File: src/rtl/div_issue_ctrl.sv
// Issue/capture sequencer for the EX-stage divide path: feeds the signed or unsigned divider IP,
// captures quotient or remainder, and drains in-flight results after a pipeline flush.
module div_issue_ctrl #(
  parameter int DATA_W = 32
) (
  input  logic                  clk,
  input  logic                  resetn,
  input  logic                  req_valid,
  output logic                  req_ready,
  input  logic                  req_signed,
  input  logic                  req_mod,
  input  logic [DATA_W-1:0]     req_src1,
  input  logic [DATA_W-1:0]     req_src2,
  input  logic                  flush,
  output logic                  res_valid,
  input  logic                  res_ready,
  output logic [DATA_W-1:0]     res_data,
  output logic                  busy,
  output logic                  s_dvd_tvalid,
  input  logic                  s_dvd_tready,
  output logic                  s_dvs_tvalid,
  input  logic                  s_dvs_tready,
  input  logic                  s_dout_tvalid,
  input  logic [2*DATA_W-1:0]   s_dout_tdata,
  output logic                  u_dvd_tvalid,
  input  logic                  u_dvd_tready,
  output logic                  u_dvs_tvalid,
  input  logic                  u_dvs_tready,
  input  logic                  u_dout_tvalid,
  input  logic [2*DATA_W-1:0]   u_dout_tdata,
  output logic [DATA_W-1:0]     dvd_tdata,
  output logic [DATA_W-1:0]     dvs_tdata
);

  typedef enum logic [2:0] {IDLE, ISSUE, WAIT, DONE, DRAIN} state_t;

  state_t              state_q, state_d;
  logic                sel_signed_q, sel_signed_d;
  logic                sel_mod_q, sel_mod_d;
  logic                dvd_acc_q, dvd_acc_d;
  logic                dvs_acc_q, dvs_acc_d;
  logic                kill_q, kill_d;
  logic [DATA_W-1:0]   dvd_q, dvd_d;
  logic [DATA_W-1:0]   dvs_q, dvs_d;
  logic [DATA_W-1:0]   res_q, res_d;

  logic                dvd_tv, dvs_tv;
  logic                dvd_done, dvs_done;
  logic                dvd_tready_sel, dvs_tready_sel;
  logic                dout_v_sel;
  logic [2*DATA_W-1:0] dout_sel;

  // Only the unit chosen at accept time is ever looked at.
  assign dvd_tready_sel = sel_signed_q ? s_dvd_tready  : u_dvd_tready;
  assign dvs_tready_sel = sel_signed_q ? s_dvs_tready  : u_dvs_tready;
  assign dout_v_sel     = sel_signed_q ? s_dout_tvalid : u_dout_tvalid;
  assign dout_sel       = sel_signed_q ? s_dout_tdata  : u_dout_tdata;

  always_comb begin
    state_d      = state_q;
    sel_signed_d = sel_signed_q;
    sel_mod_d    = sel_mod_q;
    dvd_acc_d    = dvd_acc_q;
    dvs_acc_d    = dvs_acc_q;
    kill_d       = kill_q;
    dvd_d        = dvd_q;
    dvs_d        = dvs_q;
    res_d        = res_q;
    dvd_tv       = 1'b0;
    dvs_tv       = 1'b0;
    dvd_done     = 1'b0;
    dvs_done     = 1'b0;
    case (state_q)
      IDLE: begin
        if (req_valid && !flush) begin
          sel_signed_d = req_signed;
          sel_mod_d    = req_mod;
          dvd_d        = req_src1;
          dvs_d        = req_src2;
          dvd_acc_d    = 1'b0;
          dvs_acc_d    = 1'b0;
          kill_d       = 1'b0;
          state_d      = ISSUE;
        end
      end
      ISSUE: begin
        // A flush cannot withdraw tvalid, so it is remembered and acted on once both beats are taken.
        dvd_tv    = !dvd_acc_q;
        dvs_tv    = !dvs_acc_q;
        dvd_done  = dvd_acc_q || dvd_tready_sel;
        dvs_done  = dvs_acc_q || dvs_tready_sel;
        dvd_acc_d = dvd_done;
        dvs_acc_d = dvs_done;
        kill_d    = kill_q || flush;
        if (dvd_done && dvs_done) begin
          state_d = (kill_q || flush) ? DRAIN : WAIT;
        end
      end
      WAIT: begin
        if (dout_v_sel) begin
          if (!flush) begin
            res_d   = sel_mod_q ? dout_sel[DATA_W-1:0] : dout_sel[2*DATA_W-1:DATA_W];
            state_d = DONE;
          end else begin
            state_d = IDLE;
          end
        end else if (flush) begin
          state_d = DRAIN;
        end
      end
      DONE: begin
        if (flush || res_ready) begin
          state_d = IDLE;
        end
      end
      DRAIN: begin
        if (dout_v_sel) begin
          state_d = IDLE;
        end
      end
      default: state_d = IDLE;
    endcase
  end

  always_ff @(posedge clk) begin
    if (!resetn) begin
      state_q      <= IDLE;
      sel_signed_q <= 1'b0;
      sel_mod_q    <= 1'b0;
      dvd_acc_q    <= 1'b0;
      dvs_acc_q    <= 1'b0;
      kill_q       <= 1'b0;
      dvd_q        <= '0;
      dvs_q        <= '0;
      res_q        <= '0;
    end else begin
      state_q      <= state_d;
      sel_signed_q <= sel_signed_d;
      sel_mod_q    <= sel_mod_d;
      dvd_acc_q    <= dvd_acc_d;
      dvs_acc_q    <= dvs_acc_d;
      kill_q       <= kill_d;
      dvd_q        <= dvd_d;
      dvs_q        <= dvs_d;
      res_q        <= res_d;
    end
  end

  assign req_ready    = (state_q == IDLE);
  assign busy         = (state_q != IDLE);
  assign res_valid    = (state_q == DONE);
  assign res_data     = res_q;
  assign dvd_tdata    = dvd_q;
  assign dvs_tdata    = dvs_q;
  assign s_dvd_tvalid = dvd_tv && sel_signed_q;
  assign s_dvs_tvalid = dvs_tv && sel_signed_q;
  assign u_dvd_tvalid = dvd_tv && !sel_signed_q;
  assign u_dvs_tvalid = dvs_tv && !sel_signed_q;

endmodule
File: config.mk
export PLATFORM = sky130hd
export DESIGN_NAME = div_issue_ctrl
export DESIGN_NICKNAME = d
export VERILOG_FILES = /design/src/rtl/div_issue_ctrl.sv
export SDC_FILE = /design/constraint.sdc
export NUM_CORES = 1
export LEC_CHECK = 0
export CORE_AREA = 3 3 118 120
export CTS_BUF_LIST = sky130_fd_sc_hd__clkbuf_4 sky130_fd_sc_hd__clkbuf_8
export DETAILED_ROUTE_END_ITERATION = 8
export DIE_AREA = 0 0 121 123
export PLACE_DENSITY_LB_ADDON = 0.08
export SLEW_MARGIN = 5
export SYNTH_ARGS = -nofsm -noshare
export SYNTH_HDL_FRONTEND = slang
export SYNTH_SLANG_ARGS = --single-unit
File: constraint.sdc
create_clock -name clk -period 4.9 [get_ports clk]
set_input_delay 1.47 -clock clk [delete_from_list [all_inputs] [get_ports clk]]
set_output_delay 1.47 -clock clk [all_outputs]
set_load 0.01 [all_outputs]
==> summary.md <==
| Metric | Value |
|---|---|
| Sink Count | 104 |
| Register area | 2080 um^2 |
| Finish-stage setup viols | 0 |
| Footprint of the multi-input gates | 2300 um^2 |
| Run status | complete, no violations |
| Min Hold Slack | 0.457 ns |
| Clock Skews | 0.00878 ns |
| Dpl ws | 1.21 ns |
| Final Hold Vio Count | 0 |
| Worst EP required | 3.43 ns |
| HPWL after DPL | 13.1 mm |
| Leak | 2.70 nW |
| Worst-path clk slew | 0.09 ns |
| Simple-Gate Fraction of Synth Area | 0.203 |
| Mapped Area | 4610 um^2 |
| Main combinational cell family by area after synthesis | simple AND/OR/NAND/NOR gates |
| Total of max-cap violations | 0 |
| First-pass GRT wire length | 25.3 mm |
| Cts bufs inserted | 9 |
| Pwr/cell area | 226 nW/um^2 |
| Worst Path Arrival | 2.33 ns |
| Fmax | 0.263 GHz |
| Core region area | 13,100 um^2 |
| # port buffers | 307 |
| Critical Path Slowest Stage Cell | clkdlybuf4s50_1 |
| Die Width | 121 um |
| Total track usage | 0.218 |
| Most frequent cells in the layout | 307 x clkdlybuf4s50_1, 187 x nand2_1, 103 x dfxtp_1 |
| Fillers | 1,139 |
| CTS tree | yes |
| Post-CTS Setup Bufs | 0 |
| Min Clock Period, post-route | 3.80 ns |
| Vias per std cell | 4.87 |
| Final WL | 16.9 mm |
| Post-route ant nets | 0 |
| Layout area overhead | 71.5% |
| Initial core utilization | 0.353 |
| Crit share post-route | 0.776 |
| DR WL/cell | 17.1 um |
| Max-slew violation count | 0 |
| Htree depth | 3 |
| GR Overflow Total | 0 |
| Setup CP Type | flip-flop to output port |
| RSZ-0062 raised after global routing | no |
| Nets | 1,013 |
| Top-area cell type share of the netlist area | 0.451 |
| Max VDD drop | 155 uV |
| Routability cong. | 0.827 |
| Mux share of post-synthesis cell area | 0.163 |
| Post-synth EDFFs | 0 |
| Top post-synthesis cells by area | dfxtp_1 45%, mux4_2 16%, nand2_1 15% |
| Hold-fix buffers at CTS | 0 |
| Most common library cell in the layout ignoring fill and taps | clkdlybuf4s50_1 |
| I/O pin count | 308 |
| Row count | 42 |
| Fin worst setup slack | 1.10 ns |
| Synth area leader | dfxtp_1 |
| Slew HR | 0.400 |
| Post-route DRC | 0 |
| Post-Synth XOR/XNOR Area | 0 |
| Synth Area in Compound Gates | 0.130 |
| Dpl cells | 973 |
| Layout Cells excl Fill | 987 |
| Total Power | 1.79 mW |
| Iteration-0 DRC Markers | 292 |
| Worst setup SP type | flip-flop |
| Worst Tran Pin Value | 0.897 ns |
| Max Root-Sink Buffers | 2 |
| Async SR Flop Fraction | 0 |
| Primary FF master, synth | dfxtp_1 |
| Initial antenna violation count | 1 |
| Min-Delay Path Class | flip-flop to flip-flop |
| Seq cells post-synth | 104 |
| Seq/Total Area, Yosys | 0.451 |
| Capturing element type of the critical path | output port |
| DR pass1 iterations | 4 |
| Synth Area in Adders | 0 |
| Largest net degree at the start of global routing | 48 |
| DIE AREA | 14,900 um^2 |
| Post-Syn Instances | 524 |
| Worst-Skew Late Latency | 0.36 ns |
| # resized after CTS | 0 |
| Via count | 4,806 |
| Vias in the first global route | 4,818 |
| Syn Nets | 729 |
| CP cell instances | or3b_2 > nor3_1 > clkdlybuf4s50_1 |
| Syn avg cell area | 8.81 um^2 |
| Yosys cell types | 35 |
| Layout cells sized above 1 | 0.0914 |
| Final TNS setup | 0 ns |
| Crit-path max cell delay | 0.62 ns |
| YS warnings | 0 |
| Critical Path Fanout Max | 13 |
| Clock root cell | clkbuf_8 |
| Die Ht | 123 um |
kinds of logic after synthesis:
kind of cell,Yosys count
flip-flops,104
AND/OR/NAND/NOR,225
AO/OA/AOI/OAI,114
multiplexers,35
buffers and inverters,46
critical path: cells and delay by family, from the launching register on:
kind	cells	cell delay, ns
DFF	1	0.58
and+or+nand+nor	2	0.76
buffers and inverters	1	0.62
path summary, 6_finish.rpt:
path,cells past startpoint,start,endpoint,slack (ns)
max,3,state_q[0]$_SDFFE_PN0P_,u_dvd_tvalid,1.10
min,2,dvd_tdata[4]$_SDFFE_PN0P_,dvd_tdata[4]$_SDFFE_PN0P_,0.46
min reg2reg,2,dvd_tdata[4]$_SDFFE_PN0P_,dvd_tdata[4]$_SDFFE_PN0P_,0.46
max reg2reg,6,sel_signed_q$_SDFFE_PN0P_,res_data[15]$_SDFFE_PN0P_,2.43
layout make-up:
cell class              count  share of cell area
well taps                 176              0.0278
clock inverters             1            0.000949
clock buffers              12              0.0185
inverters                   3             0.00158
flip-flops and latches    104               0.263
multi-input cells         374               0.291
diodes                      1            0.000316
repair buffers            316               0.397
metal layers:
| metal | vias to the layer above | global-route usage | routed length (um) |
|---|---|---|---|
| met2 | 196 | 0.366 | 8140 |
| li1 | 2342 | - | - |
| met4 | 0 | 0.101 | 568 |
| met3 | 33 | 0.0672 | 1640 |
| met1 | 2235 | 0.256 | 6550 |
| met5 | - | 0 | 0 |
cell usage after synthesis, types with 2 or more instances:
cell	instances
a21oi_1	100
a22oi_1	3
a31oi_1	2
buf_2	8
buf_4	8
buf_6	4
clkbuf_1	23
dfxtp_1	104
inv_1	2
mux2_2	2
mux4_2	32
nand2_1	188
nand2_2	10
nand4b_1	2
nor2_1	7
nor2b_1	4
nor3_1	5
o21ai_0	2
or3_1	2
state kept, by name, indices dropped and copies added, names as in the netlist:
name / cells
dvd_acc_q: 1
kill_q: 1
dvs_tdata: 32
dvd_tdata: 32
dvs_acc_q: 1
state_q: 3
sel_mod_q: 1
sel_signed_q: 1
res_data: 32
per-stage QoR:
stage               instance area, um^2   util
floorplan                          4610      -
global placement                   7760  0.593
detailed placement                 7760  0.593
CTS                                7910  0.605
global route                       7910  0.605
finish                             7910  0.605
power breakdown:
group          total, mW  switching [mW]  internal [mW]
Clock              0.469           0.274          0.194
Sequential         0.898          0.0205          0.878
Combinational      0.422           0.154          0.268
No activity file was read; power rests on OpenSTA's default activity.
